File: src/rtl/dmem_resp.sv
// Data-memory responder: word RAM plus memory-mapped TX byte FIFO, status and free-running cycle counter.
// Loads are combinational from addr; stores, FIFO pushes/pops and counter updates happen on the rising clk edge.
module dmem_resp #(
  parameter int RAM_AW  = 6,
  parameter int FIFO_AW = 2
) (
  input  logic        clk,
  input  logic        clr,
  input  logic [31:0] addr,
  input  logic [31:0] wdata,
  input  logic        we,
  output logic [31:0] rdata,
  output logic [7:0]  out_data,
  output logic        out_valid,
  input  logic        out_ready
);

  localparam int RAM_WORDS = 1 << RAM_AW;
  localparam int DEPTH     = 1 << FIFO_AW;

  localparam logic [29:0] TXDATA_WA = 30'h3C00_0000;
  localparam logic [29:0] STATUS_WA = 30'h3C00_0001;
  localparam logic [29:0] CYCLE_WA  = 30'h3C00_0002;

  logic [RAM_WORDS-1:0][31:0] ram;
  logic [DEPTH-1:0][7:0]      fifo;
  logic [FIFO_AW-1:0]         rd_ptr, wr_ptr;
  logic [FIFO_AW:0]           count;
  logic                       ovf;
  logic [31:0]                cycle;

  logic              sel_ram, sel_tx, sel_status, sel_cycle;
  logic [RAM_AW-1:0] ram_idx;
  logic              empty, full;
  logic              push, pop, push_ok, drop, clr_ovf;
  logic [31:0]       status_word;
  logic              unused_addr_bits;

  assign unused_addr_bits = ^addr[1:0];

  assign sel_ram    = (addr[31:RAM_AW+2] == '0);
  assign sel_tx     = (addr[31:2] == TXDATA_WA);
  assign sel_status = (addr[31:2] == STATUS_WA);
  assign sel_cycle  = (addr[31:2] == CYCLE_WA);
  assign ram_idx    = addr[RAM_AW+1:2];

  assign empty   = (count == '0);
  assign full    = (count == (FIFO_AW+1)'(DEPTH));
  assign pop     = out_valid && out_ready;
  assign push    = we && sel_tx;
  // A full FIFO still takes a byte when the head leaves in the same cycle.
  assign push_ok = push && (!full || pop);
  assign drop    = push && full && !pop;
  assign clr_ovf = we && sel_status && wdata[2];

  assign status_word = {29'(count), ovf, full, empty};

  // NOTE: every RAM word is cleared by clr, so the array is a reset register file, not an inferred SRAM macro.
  always_ff @(posedge clk) begin
    if (clr) begin
      ram <= '0;
    end else if (we && sel_ram) begin
      ram[ram_idx] <= wdata;
    end
  end

  // NOTE: FIFO storage is deliberately not reset; zeroed pointers and count make stale entries unreachable.
  always_ff @(posedge clk) begin
    if (!clr && push_ok) begin
      fifo[wr_ptr] <= wdata[7:0];
    end
  end

  // NOTE: sequential state uses non-blocking assignments so every register samples pre-edge values.
  always_ff @(posedge clk) begin
    if (clr) begin
      rd_ptr <= '0;
      wr_ptr <= '0;
      count  <= '0;
      ovf    <= 1'b0;
    end else begin
      if (push_ok) wr_ptr <= wr_ptr + FIFO_AW'(1);
      if (pop)     rd_ptr <= rd_ptr + FIFO_AW'(1);
      case ({push_ok, pop})
        2'b10:   count <= count + (FIFO_AW+1)'(1);
        2'b01:   count <= count - (FIFO_AW+1)'(1);
        default: count <= count;
      endcase
      // A dropped push wins over a same-cycle clear request.
      if (drop)         ovf <= 1'b1;
      else if (clr_ovf) ovf <= 1'b0;
    end
  end

  always_ff @(posedge clk) begin
    if (clr) begin
      cycle <= '0;
    end else if (we && sel_cycle) begin
      cycle <= wdata;
    end else begin
      cycle <= cycle + 32'd1;
    end
  end

  // NOTE: rdata gets a default before the decode so no path through the block infers a latch.
  always_comb begin
    rdata = '0;
    if (sel_ram)         rdata = ram[ram_idx];
    else if (sel_status) rdata = status_word;
    else if (sel_cycle)  rdata = cycle;
  end

  assign out_valid = !empty;
  assign out_data  = empty ? 8'h00 : fifo[rd_ptr];

endmodule

File: config.mk
export PLATFORM = sky130hd
export DESIGN_NAME = dmem_resp
export DESIGN_NICKNAME = d
export VERILOG_FILES = /design/src/rtl/dmem_resp.sv
export SDC_FILE = /design/constraint.sdc
export NUM_CORES = 2
export LEC_CHECK = 0
export BUFFER_PORTS_ARGS = -buffer_cell sky130_fd_sc_hd__buf_4
export CAP_MARGIN = 20
export CORE_ASPECT_RATIO = 1.1
export CORE_MARGIN = 10
export CORE_UTILIZATION = 35
export DETAILED_ROUTE_END_ITERATION = 10
export PLACE_DENSITY = 0.45
export SLEW_MARGIN = 0
export SYNTH_ARGS = -nofsm -noshare
export SYNTH_HDL_FRONTEND = slang
export SYNTH_SLANG_ARGS = --single-unit
File: constraint.sdc
create_clock -name clk -period 3.15 [get_ports clk]
set_input_delay 0.315 -clock clk [delete_from_list [all_inputs] [get_ports clk]]
set_output_delay 0.315 -clock clk [all_outputs]
set_load 0.1 [all_outputs]
==> flow_summary.yaml <==
floorplan:
  boundaryPins: 109
  die_w_um: 513
  core_um2: 267000
  start_util: 0.351
  dieArea_um2: 288000
  rows: 199
  die_height_um: 562
synth:
  synth-seq-cells: 2120
  ys_warn_count: 0
  ys.flop_type: "dfxtp_1"
  synthDominantCellAreaShare: 0.447
  synth-adder-area-share: 0.00102
  synth_cell_types: 71
  yosys.area.top_type: "dfxtp_1"
  synth_compound_area_frac: 0.128
  yosysMostFrequentCell: "dfxtp_1"
  synth_simple_gate_area_frac: 0.155
  synth.avg_cell_area_um2: 8.99
  synth-async-reset-ratio: 0
  synth_top_family_by_area: "multiplexers"
  synth_edf_count: 32
  synth_mux_area_frac: 0.201
  syn-num-nets: 10500
  synth_common_cells: "dfxtp_1, mux2i_1, nand2_1"
  synthXorXnorAreaFrac: 0.00328
  synth_cells: 10400
  ys_seq_area_frac: 0.457
  synth_area_leaders: "dfxtp_1, mux2i_1, nand2_1"
  synth_area_um2: 93500
clocking:
  clock_latency_ps: 910
  tritoncts: "done"
  clkTransAtPathRegs_ps: 60
  clock_path_buffers: 4
  htreeDepth: 4
  cts_root_buffer: "clkbuf_16"
  cts_buffers: 236
  cts_sinks: 2120
grt:
  grt_util_met1: 0.341
  grt_usage: 0.251
  grt_max_degree: 154
  antenna_found_initial: 14
  grt_use_met3: 0.0306
  grt_pass1_wl_um: 550000
  grt_pass1_vias: 77200
  use_met2: 0.414
  grt-ovfl-total: 0
  grt-busiest-layer: "met2"
routing:
  dr.pass1.iters: 6
  wl_per_cell_um: 26.7
  wirelength_um: 380000
  vias_per_cell: 5.61
  num_vias: 79700
  drcViolationCount: 0
  drt_iter0_drc: 7060
  ant_nets: 0
outcome:
  violations: "negative setup slack"
  status: "finished with violations"
worst_setup_path:
  worstPathRequired_ps: 2830
  critPathSlowestCell: "nor4b_4"
  crit_path_end_kind: "output pin"
  worstPathMaxFanout: 2
  max_stage_delay_ps: 490
  critPathLaunchType: "register"
  crit_type: "reg -> out"
  crit_family: "compound AO/OA/AOI/OAI gates"
  path_cells: "a221oi_2 -> o221a_2 -> o211ai_1 -> buf_4 -> nor4b_4 -> buf_4 -> o221ai_4 -> buf_12"
  regToRegSetupSlack_ps: 380
  worst_ep_arrival_time_ps: 3210
  crit_buf_inv: 3
  crit_top_cell: "buf_4"
timing:
  worst_slack_ps: -372
  timing.final.crit_share: 1.12
  whs_ps: 50.9
  drv_slew: 0
  hold_viol_final: 0
  finalSetupViolCount: 25
  period_needed_ps: 3520
  slew_headroom: 0.188
  grt_setup_unrepaired: "true"
  clock_skew_ps: 12.1
  clock.fmax_mhz: 284
  tightest_slew_ps: 1220
worst_hold_path:
  hold_path.class: "in -> reg"
place:
  io_buffers: 106
  gp_congestion: 0.849
  post-dp-hpwl_um: 248000
final_layout:
  drive_above_1_share: 0.176
  regArea_um2: 42800
  multiInputGateArea_um2: 47600
  area_growth_pct: 21.2
  nets: 10600
  n_fill_cell: 25800
pwr:
  ir_drop_v: 0.000421
  p_leak_nw: 49.2
  finalPower_mw: 58.0
  powerDensity_nw_per_um2: 512
flow_run:
  drv_cap: 0
per-layer routing:
metal / part of all wire / up-vias
met5: 0.000037 / -
met4: 0.032 / 2
met3: 0.057 / 557
met2: 0.47 / 2577
met1: 0.44 / 40100
li1: - / 36500
power breakdown:
part           switching [mW]  total (mW)  internal [mW]
Combinational            2.69        3.84           1.15
Clock                    11.6        27.3           15.7
Sequential            0.00411        26.9           26.9
per-stage QoR:
step           setup TNS [ps]  setup slack (ps)  cell area [um^2]  instances  utilization
2_1_floorplan          -14100              -639             93600      10400            -
3_3_place_gp           -25320              -725            103000      13800        0.388
5_1_grt                 -5750              -455            113000      14200        0.425
6_report                -3550              -372            113000      14200        0.425
4_1_cts                 -6910              -458            112000      14200        0.422
3_5_place_dp           -32550              -790            103000      13800        0.388
final cells by class:
class                      count  share of cell area
sequential                  2120               0.378
timing repair buffer        1009              0.0966
antenna                        7            0.000155
clock inverter                66             0.00543
multi-input combinational   7135               0.420
tap                         3517              0.0388
clock buffer                 350              0.0604
inverter                      17            0.000629
what timing repair did:
action / CTS / global route
gates cloned: 0 / 1
pin swaps: 73 / 63
hold buffers: 24 / 0
resized for setup: 278 / 155
endpoints found under the hold margin: 364 / 0
endpoints found under the setup margin: 32 / 32
setup buffers: 7 / 13
registers in the layout, indices dropped and copies added (netlist names):
register and count:
fifo 32, ovf 1, ram 2048, rd_ptr 2, count 3, wr_ptr 2, cycle 32
worst reg2reg max path: cells and delay by family (launching register included):
kind,cells,cell delay (ps)
buf+inv,1,190
flops,1,430
simple gates,4,1790
xor+xnor,1,50
compound gates,1,220
logic make-up after synthesis:
family                     Yosys count
DFF                               2120
AOI/OAI and AO/OA                 1820
and+or+nand+nor                   3481
xor gates and xnor gates            35
adders and majority gates            7
buffers and inverters             1147
muxes                             1792
path summary, 6_finish.rpt:
| check | from | endpoint | cells past startpoint |
|---|---|---|---|
| worst max-delay path | ram[1167] | rdata[15] | 8 |
| worst min-delay path | wdata[14] | ram[302] | 3 |
| worst max register to register | cycle[8] | cycle[31] | 7 |
| worst min register to register | ram[1054] | ram[1054] | 2 |
cells in the final DEF (no fill, tap or decap), drive strengths merged, types with 23 or more instances in the layout:
cell         count
nand4           47
a221oi         316
edfxtp          32
nand3          301
dfxtp         2088
clkbuf         352
nor2          1394
a211oi          33
nand2         1525
mux2i         1655
mux4            59
nand3b          29
buf            983
nor4b           23
dlygate4sd3     24
o2bb2ai         39
nor3            47
a22o            36
o22ai          175
a31oi           25
a21oi          857
or3b            27
o21ai           50
clkinv          51
o221ai          62
a22oi          127
xnor2           23
mux2            78
No activity file was read; power rests on OpenSTA's default activity.
